===== src/rtl/wb_arbiter2.sv =====
// Two-master to one-slave Wishbone classic arbiter, round-robin, grant held for a whole cyc.
// Latency: one cycle of arbitration in IDLE; once granted, all paths are combinational pass-through.
// Backpressure: the non-owner sees no termination (stalled); owner is throttled only by the slave or the watchdog.
module wb_arbiter2 #(
  parameter int unsigned TIMEOUT_CYCLES = 255,
  parameter int unsigned CNT_W          = 8
) (
  input  logic        clk_i,
  input  logic        rst_ni,
  // master 0 (CPU core)
  input  logic        m0_cyc_i,
  input  logic        m0_stb_i,
  input  logic        m0_we_i,
  input  logic [31:0] m0_adr_i,
  input  logic [3:0]  m0_sel_i,
  input  logic [31:0] m0_dat_i,
  output logic [31:0] m0_dat_o,
  output logic        m0_ack_o,
  output logic        m0_err_o,
  output logic        m0_rty_o,
  // master 1 (debug / DMA loader)
  input  logic        m1_cyc_i,
  input  logic        m1_stb_i,
  input  logic        m1_we_i,
  input  logic [31:0] m1_adr_i,
  input  logic [3:0]  m1_sel_i,
  input  logic [31:0] m1_dat_i,
  output logic [31:0] m1_dat_o,
  output logic        m1_ack_o,
  output logic        m1_err_o,
  output logic        m1_rty_o,
  // shared slave
  output logic        s_cyc_o,
  output logic        s_stb_o,
  output logic        s_we_o,
  output logic [31:0] s_adr_o,
  output logic [3:0]  s_sel_o,
  output logic [31:0] s_dat_o,
  input  logic [31:0] s_dat_i,
  input  logic        s_ack_i,
  input  logic        s_err_i,
  input  logic        s_rty_i,
  // one-hot current owner, 00 while idle
  output logic [1:0]  grant_o
);

  typedef enum logic [1:0] {
    IDLE   = 2'd0,
    GRANT0 = 2'd1,
    GRANT1 = 2'd2
  } state_t;

  // Watchdog fires when the counter has already seen TIMEOUT_CYCLES-1 silent strobe cycles.
  localparam bit               TO_EN   = (TIMEOUT_CYCLES != 0);
  localparam logic [CNT_W-1:0] TO_LAST = (TIMEOUT_CYCLES == 0) ? '0 : CNT_W'(TIMEOUT_CYCLES - 1);

  state_t           r_state;
  state_t           w_state_nxt;
  logic             r_last_owner;
  logic             w_last_owner_nxt;
  logic [CNT_W-1:0] r_cnt;
  logic [CNT_W-1:0] w_cnt_nxt;

  logic             w_g0;
  logic             w_g1;
  logic             w_granted;
  logic             w_own_cyc;
  logic             w_own_stb;
  logic             w_own_we;
  logic [31:0]      w_own_adr;
  logic [3:0]       w_own_sel;
  logic [31:0]      w_own_dat;
  logic             w_term;
  logic             w_timeout;

  assign w_g0      = (r_state == GRANT0);
  assign w_g1      = (r_state == GRANT1);
  assign w_granted = w_g0 | w_g1;
  assign w_term    = s_ack_i | s_err_i | s_rty_i;

  // Select the current owner's request signals; all zero while idle so nothing leaks to the slave.
  always_comb begin
    w_own_cyc = 1'b0;
    w_own_stb = 1'b0;
    w_own_we  = 1'b0;
    w_own_adr = '0;
    w_own_sel = '0;
    w_own_dat = '0;
    case (r_state)
      GRANT0: begin
        w_own_cyc = m0_cyc_i;
        w_own_stb = m0_stb_i;
        w_own_we  = m0_we_i;
        w_own_adr = m0_adr_i;
        w_own_sel = m0_sel_i;
        w_own_dat = m0_dat_i;
      end
      GRANT1: begin
        w_own_cyc = m1_cyc_i;
        w_own_stb = m1_stb_i;
        w_own_we  = m1_we_i;
        w_own_adr = m1_adr_i;
        w_own_sel = m1_sel_i;
        w_own_dat = m1_dat_i;
      end
      default: ;
    endcase
  end

  // A real slave termination in the same cycle always beats the watchdog.
  assign w_timeout = TO_EN && w_granted && w_own_cyc && w_own_stb && !w_term && (r_cnt == TO_LAST);

  // Next-state, last-owner and watchdog counter: arbitrate in IDLE, hold grant until owner drops cyc.
  always_comb begin
    w_state_nxt      = r_state;
    w_last_owner_nxt = r_last_owner;
    w_cnt_nxt        = '0;
    case (r_state)
      IDLE: begin
        if (m0_cyc_i && m1_cyc_i) begin
          // last_owner resets to 1, so master 0 wins the first contested arbitration
          w_state_nxt = r_last_owner ? GRANT0 : GRANT1;
        end else if (m0_cyc_i) begin
          w_state_nxt = GRANT0;
        end else if (m1_cyc_i) begin
          w_state_nxt = GRANT1;
        end
      end
      GRANT0, GRANT1: begin
        if (!w_own_cyc) begin
          // no direct handover: always pass through IDLE so the other master gets a fair look
          w_state_nxt      = IDLE;
          w_last_owner_nxt = (r_state == GRANT1);
        end else if (TO_EN && w_own_stb && !w_term && !w_timeout) begin
          w_cnt_nxt = r_cnt + CNT_W'(1'b1);
        end
      end
      default: begin
        w_state_nxt = IDLE;
      end
    endcase
  end

  // State, last-owner and watchdog registers; async reset clears any in-flight transfer.
  always_ff @(posedge clk_i or negedge rst_ni) begin
    if (!rst_ni) begin
      r_state      <= IDLE;
      r_last_owner <= 1'b1;
      r_cnt        <= '0;
    end else begin
      r_state      <= w_state_nxt;
      r_last_owner <= w_last_owner_nxt;
      r_cnt        <= w_cnt_nxt;
    end
  end

  // Slave side: owner's request, strobe withdrawn on the watchdog cycle.
  assign s_cyc_o = w_own_cyc;
  assign s_stb_o = w_own_cyc & w_own_stb & ~w_timeout;
  assign s_we_o  = w_own_we;
  assign s_adr_o = w_own_adr;
  assign s_sel_o = w_own_sel;
  assign s_dat_o = w_own_dat;

  // Master side: only the owner sees read data and terminations; watchdog err is OR-ed in.
  assign m0_dat_o = w_g0 ? s_dat_i : '0;
  assign m0_ack_o = w_g0 & s_ack_i;
  assign m0_err_o = w_g0 & (s_err_i | w_timeout);
  assign m0_rty_o = w_g0 & s_rty_i;

  assign m1_dat_o = w_g1 ? s_dat_i : '0;
  assign m1_ack_o = w_g1 & s_ack_i;
  assign m1_err_o = w_g1 & (s_err_i | w_timeout);
  assign m1_rty_o = w_g1 & s_rty_i;

  assign grant_o = {w_g1, w_g0};

endmodule


===== config.mk =====
export PLATFORM = sky130hd
export DESIGN_NAME = wb_arbiter2
export DESIGN_NICKNAME = d
export VERILOG_FILES = /design/src/rtl/wb_arbiter2.sv
export SDC_FILE = /design/constraint.sdc
export NUM_CORES = 1
export LEC_CHECK = 0
export BUFFER_PORTS_ARGS = -buffer_cell sky130_fd_sc_hd__buf_4
export CAP_MARGIN = 40
export CORE_AREA = 4 4 123 125
export DETAILED_ROUTE_END_ITERATION = 8
export DIE_AREA = 0 0 127 129
export GPL_TIMING_DRIVEN = 0
export PLACE_DENSITY = 0.48
export SLEW_MARGIN = 20
export SYNTH_ARGS = -nofsm -noshare
export SYNTH_HDL_FRONTEND = slang
export SYNTH_SLANG_ARGS = --single-unit

===== constraint.sdc =====
create_clock -name clk_i -period 3.75 [get_ports clk_i]
set_input_delay 0.1875 -clock clk_i [delete_from_list [all_inputs] [get_ports clk_i]]
set_output_delay 0.1875 -clock clk_i [all_outputs]
set_load 0.1 [all_outputs]

# [Word-level counts from Yosys, hierarchy flattened]
# Cells that the tools add are included.
# W data, S select, Z words.
[word_totals] reg_bits=11 latch_bits=0 mem_bits_rw=0 mem_bits_ro=0 input_bits=179 output_inout_bits=143 elab_cells=53 memories=0
[op_classes] addsub=1 n_mul=0 div=0 n_lt_le_gt_ge=0 n_eq_ne=5 shifts=0 n_mux=17 bitwise=14 n_reduce_logical=13
[ops] operator="$pmux W32 S2" n=2
[ops] operator="$mux W32" n=2
[ops] operator="$mux W8" n=3
[ops] operator="$mux W2" n=5
[ops] operator="$add A8 B1 Y8 const B" n=1
[ops] operator="$and A1 B1 Y1" n=8
[ops] operator="$eq A8 B8 Y1 const B" n=1
[ops] operator="$pmux W4 S2" n=1
[ops] operator="$logic_and A1 B1 Y1" n=7
[ops] operator="$pmux W1 S2" n=3
[ops] operator="$ne A4 B4 Y1 const B" n=1
[ops] operator="$or A1 B1 Y1" n=4
[ops] operator="$pmux W2 S2" n=1
[ops] operator="$reduce_and A2 Y1" n=2
[ops] operator="$eq A2 B1 Y1 const B" n=1
[ops] operator="$eq A2 B2 Y1 const B" n=1
[ops] operator="$logic_not A1 Y1" n=2
[ops] operator="$logic_not A2 Y1" n=1
[ops] operator="$ne A2 B2 Y1 const B" n=1
[ops] operator="$not A1 Y1" n=2
[ops] operator="$reduce_or A2 Y1" n=1

# [Logic depth before layout (Yosys ltp)]
[depth] depth_word=11 mapped_depth=7 mapped_depth_nobuf=5

# [Worst setup path after synthesis]
# Ideal clock, no wire load.
[synth_path] kind="flip-flop to output port" start="reg r_state[1]" end="out m0_err_o" arrival_ns=2.970 required_ns=3.562 path_slack_ns=0.593 path_stages_with_launch=8 path_buffers=2 path_cell_list="dfrtp_1 -> inv_1 -> ha_1 -> buf_2 -> a22o_1 -> and2_1 -> clkbuf_1 -> a32o_1"
[synth_between] elab_chain_cells=8 elab_cells_between_ends=11 cone_classes="2 x eq/ne; 2 x mux; 3 x bitwise; 4 x reduce/logical"
[synth_rtl] element="start, declared" line="57" source="state_t r_state;"
[synth_rtl] element="start signal, assigned" line="151" source="r_state <= w_state_nxt;"
[synth_rtl] element="$eq A2 B1 Y1" line="76" source="assign w_g0 = (r_state == GRANT0);"
[synth_rtl] element="via w_g0" line="64" source="logic w_g0;"
[synth_rtl] element="$pmux W1 S2" line="89" source="case (r_state)"
[synth_rtl] element="via s_cyc_o" line="33" source="output logic s_cyc_o,"
[synth_rtl] element="$logic_and A1 B1 Y1 (4 in series)" line="111" source="assign w_timeout = TO_EN && w_granted && w_own_cyc && w_own_stb && !w_term && (r_cnt == TO_LAST);"
[synth_rtl] element="$or A1 B1 Y1" line="168" source="assign m0_err_o = w_g0 & (s_err_i | w_timeout);"
[synth_rtl] element="$and A1 B1 Y1" line="168"
[synth_rtl] element="end, declared" line="19" source="output logic m0_err_o,"
# The timed path passes the listed nets, and every way through them passes these cells.

# [Worst setup path in the final report]
[layout_path] start="reg r_state[0]" end="out s_sel_o[0]"
[layout_between] elab_chain_cells=2 elab_cells_between_ends=3 cone_classes="2 x eq/ne; 1 x mux"
[layout_rtl] element="$eq A2 B2 Y1"
[layout_rtl] element="via w_g1" line="65" source="logic w_g1;"
[layout_rtl] element="$pmux W4 S2" line="89"
[layout_rtl] element="end, declared" line="37" source="output logic [3:0] s_sel_o,"
# The timed path passes the listed nets, and every way through them passes these cells.

==> results.ini <==
[floorplanning]
die_h_um=129
initial_core_util_pct=16.0
die_area_um2=16400
ios=322
die_x_um=127
placementRows=43
core_um2=13900

[clock_tree]
cts_buffer_depth=2
numCtsBuffers=3
cts_tree=built
clkLatencyLatePin_ns=0.24
cts.clk_slew.worst_paths_ns=0.04
cts_setup_buffers=0
cts_root_buffer=clkbuf_16
h-tree-depth=1
clock-sinks=11

[worst_setup_path]
cp_num_buf_inv=5
slowest_delay_ns=0.47
cp_common_cell=clkbuf_1
cp_max_fo=10
crit_type=flip-flop to output pin
cp_cell_sequence=inv_1, ha_1, buf_2, clkbuf_1, clkbuf_1, a22oi_1, nor2b_1, buf_4
cp.required_ns=3.56
worst_path_dominant_cell_family=buffers and inverters
cp-start-kind=flip-flop
cp-end-kind=output pin
cp.arrival_ns=2.68
r2r_start=r_state[0]
crit_slowest_cell=clkbuf_1
crit_start=r_state[0]

[place]
routabilityCongestion=0.914
portBuffers=321
pre_cts_slack_ns=1.04
dp.cells=811
hpwl_um=12400

[logic_synthesis]
synthAdderAreaFrac_pct=2.81
syn_avg_cell_area_um2=7.18
syn_inst=310
syn-cell-area_um2=2220
synth-seq-cells=11
synthSimpleGateAreaFrac_pct=45.8
synth_compound_area_share_pct=29.5
ys_warn_count=0
synth_top_family_by_area=simple AND/OR/NAND/NOR gates
synthMuxAreaShare_pct=0
ys_types=30
yosysSeqAreaShare_pct=12.4
syn-num-nets=494
synth_xor_area_share_pct=1.18

[worst_hold_path]
hp-start=m1_cyc_i
hold_path.class=primary input to flip-flop

[route]
initialDrtViolationCount=113
ant_nets=0
vias_per_cell=4.30
drt_wl_total_um=14100
wl_per_cell_um=17.3
drtPass1Iterations=4
dr_total_vias=3507
drc_errors=0

[finish]
n_fill_cell=1522
drive_gt1_share_pct=53.0
final_core_util_pct=35.7
antenna_cells=0
layout.cells.non_filler=816
mostFrequentLayoutCells=323 x buf_4, 71 x and2_1, 70 x a22oi_1
layout_commonest_cell=buf_4
multi_input_area_um2=1760
area_growth_pct=122
register_area_um2=277
layout.nets=821

[sta]
period_share_pct=76.4
finalSetupViolations=0
setup-tns-final_ns=0
fin_crit_ns=2.87
fin_ws_ns=0.885
finalHoldViolations=0
max_freq_mhz=349
final.setup_skew_ns=0.000765
rsz0062_at_grt=false
report.final.slew_viol_count=0
tightest_slew_ns=0.553
slew_headroom_pct=63.2

[power_and_ir_drop]
irDropWorstVdd_mv=0.471
p_leak_nw=2.42
powerDensity_nw_per_um2=1070
power_mw=5.29

[grt]
grt_max_degree=12
grt_pass1_vias=3728
antenna_found_initial=0
gr-total-overflow=0
grt_pass1_wl_um=20600
track_usage_pct=15.7

[status]
status=finished clean

[job]
drv_cap=0

## final timing paths
path / endpoint / slack [ns] / depth (start not counted)
setup / recovery: s_sel_o[0] / 0.88 / 8
hold / removal: r_state[1] / 0.27 / 3
setup reg to reg: r_last_owner / 1.58 / 7
hold reg to reg: r_cnt[0] / 0.49 / 1
max in group asynchronous: r_last_owner / 3.19 / 2
min in group asynchronous: r_cnt[5] / 0.34 / 2
## worst reg2reg max path: stages (launching register included)
cell and delay (ns):
dfrtp_1 0.38, inv_1 0.10, ha_1 0.18, buf_2 0.24
clkbuf_1 0.47, clkbuf_1 0.47, inv_1 0.10, a21oi_1 0.14
## where the power goes
group          leakage (nW)  switching [mW]  total, mW  internal, mW
Clock                0.0409          0.0552      0.197         0.141
Combinational          2.24            3.83       4.95          1.12
Sequential            0.148          0.0124      0.150         0.137
## metal layers
layer / track usage (%) / vias to the layer above / share of wire, %
met5: 0 / - / 0
met4: 1.70 / 0 / 0.70
met3: 4.23 / 8 / 7.3
met2: 30.4 / 153 / 56
met1: 17.8 / 1598 / 36
li1: - / 1748 / -
## synthesized netlist by cell type (all sizes together)
library cell | count | share of area (%)
a32o | 2 | 0.90
o211ai | 2 | 0.67
ha | 5 | 2.8
xnor2 | 1 | 0.39
dfrtp | 10 | 11
xor2 | 2 | 0.79
nor2b | 69 | 19
nor2 | 1 | 0.17
nand3b | 1 | 0.34
a21oi | 2 | 0.45
nand4 | 1 | 0.56
nand2 | 3 | 0.51
and2 | 71 | 20
dfstp | 1 | 1.2
clkbuf | 30 | 5.1
nor4 | 5 | 1.4
a2111oi | 3 | 1.8
nand3 | 7 | 1.6
or3 | 4 | 1.1
buf | 7 | 2.4
o22ai | 1 | 0.28
a22oi | 70 | 24
a22o | 2 | 0.79
o21ai | 3 | 0.67
inv | 5 | 0.84
nor3 | 1 | 0.73
a21boi | 1 | 0.34
## sequential cells by signal, indices dropped and copies added (netlist names)
signal / cells
r_cnt: 8
r_state: 2
r_last_owner: 1
## metrics by stage
step	hold WS (ns)	area [um2]
3_5_place_dp	0.0324	4860
3_3_place_gp	0.0308	4860
4_1_cts	0.264	4950
5_1_grt	0.282	4950
6_report	0.265	4950
2_1_floorplan	-0.108	2220
## layout make-up
class	count	share of cell area (%)
clock inverter	1	0.101
sequential	11	5.59
clock buffer	3	1.52
tap	180	4.55
timing repair buffer	322	48.9
inverter	5	0.379
multi-input combinational	257	35.6
buffer	37	3.34
## cell families (layout without fill, tap and decap cells)
family          count (synthesis)  count (layout)
xor+xnor                        3               3
flops                          11              11
buf+inv                        42             368
fa+ha+maj                       5               5
compound gates                 86              86
simple gates                  163             163
## what timing repair did
action / in CTS / in global routing
gates resized for setup: 0 / 0
hold endpoints to repair: 11 / 0
hold buffers: 1 / 0
Note: power is estimated with default switching activity, not from simulation.
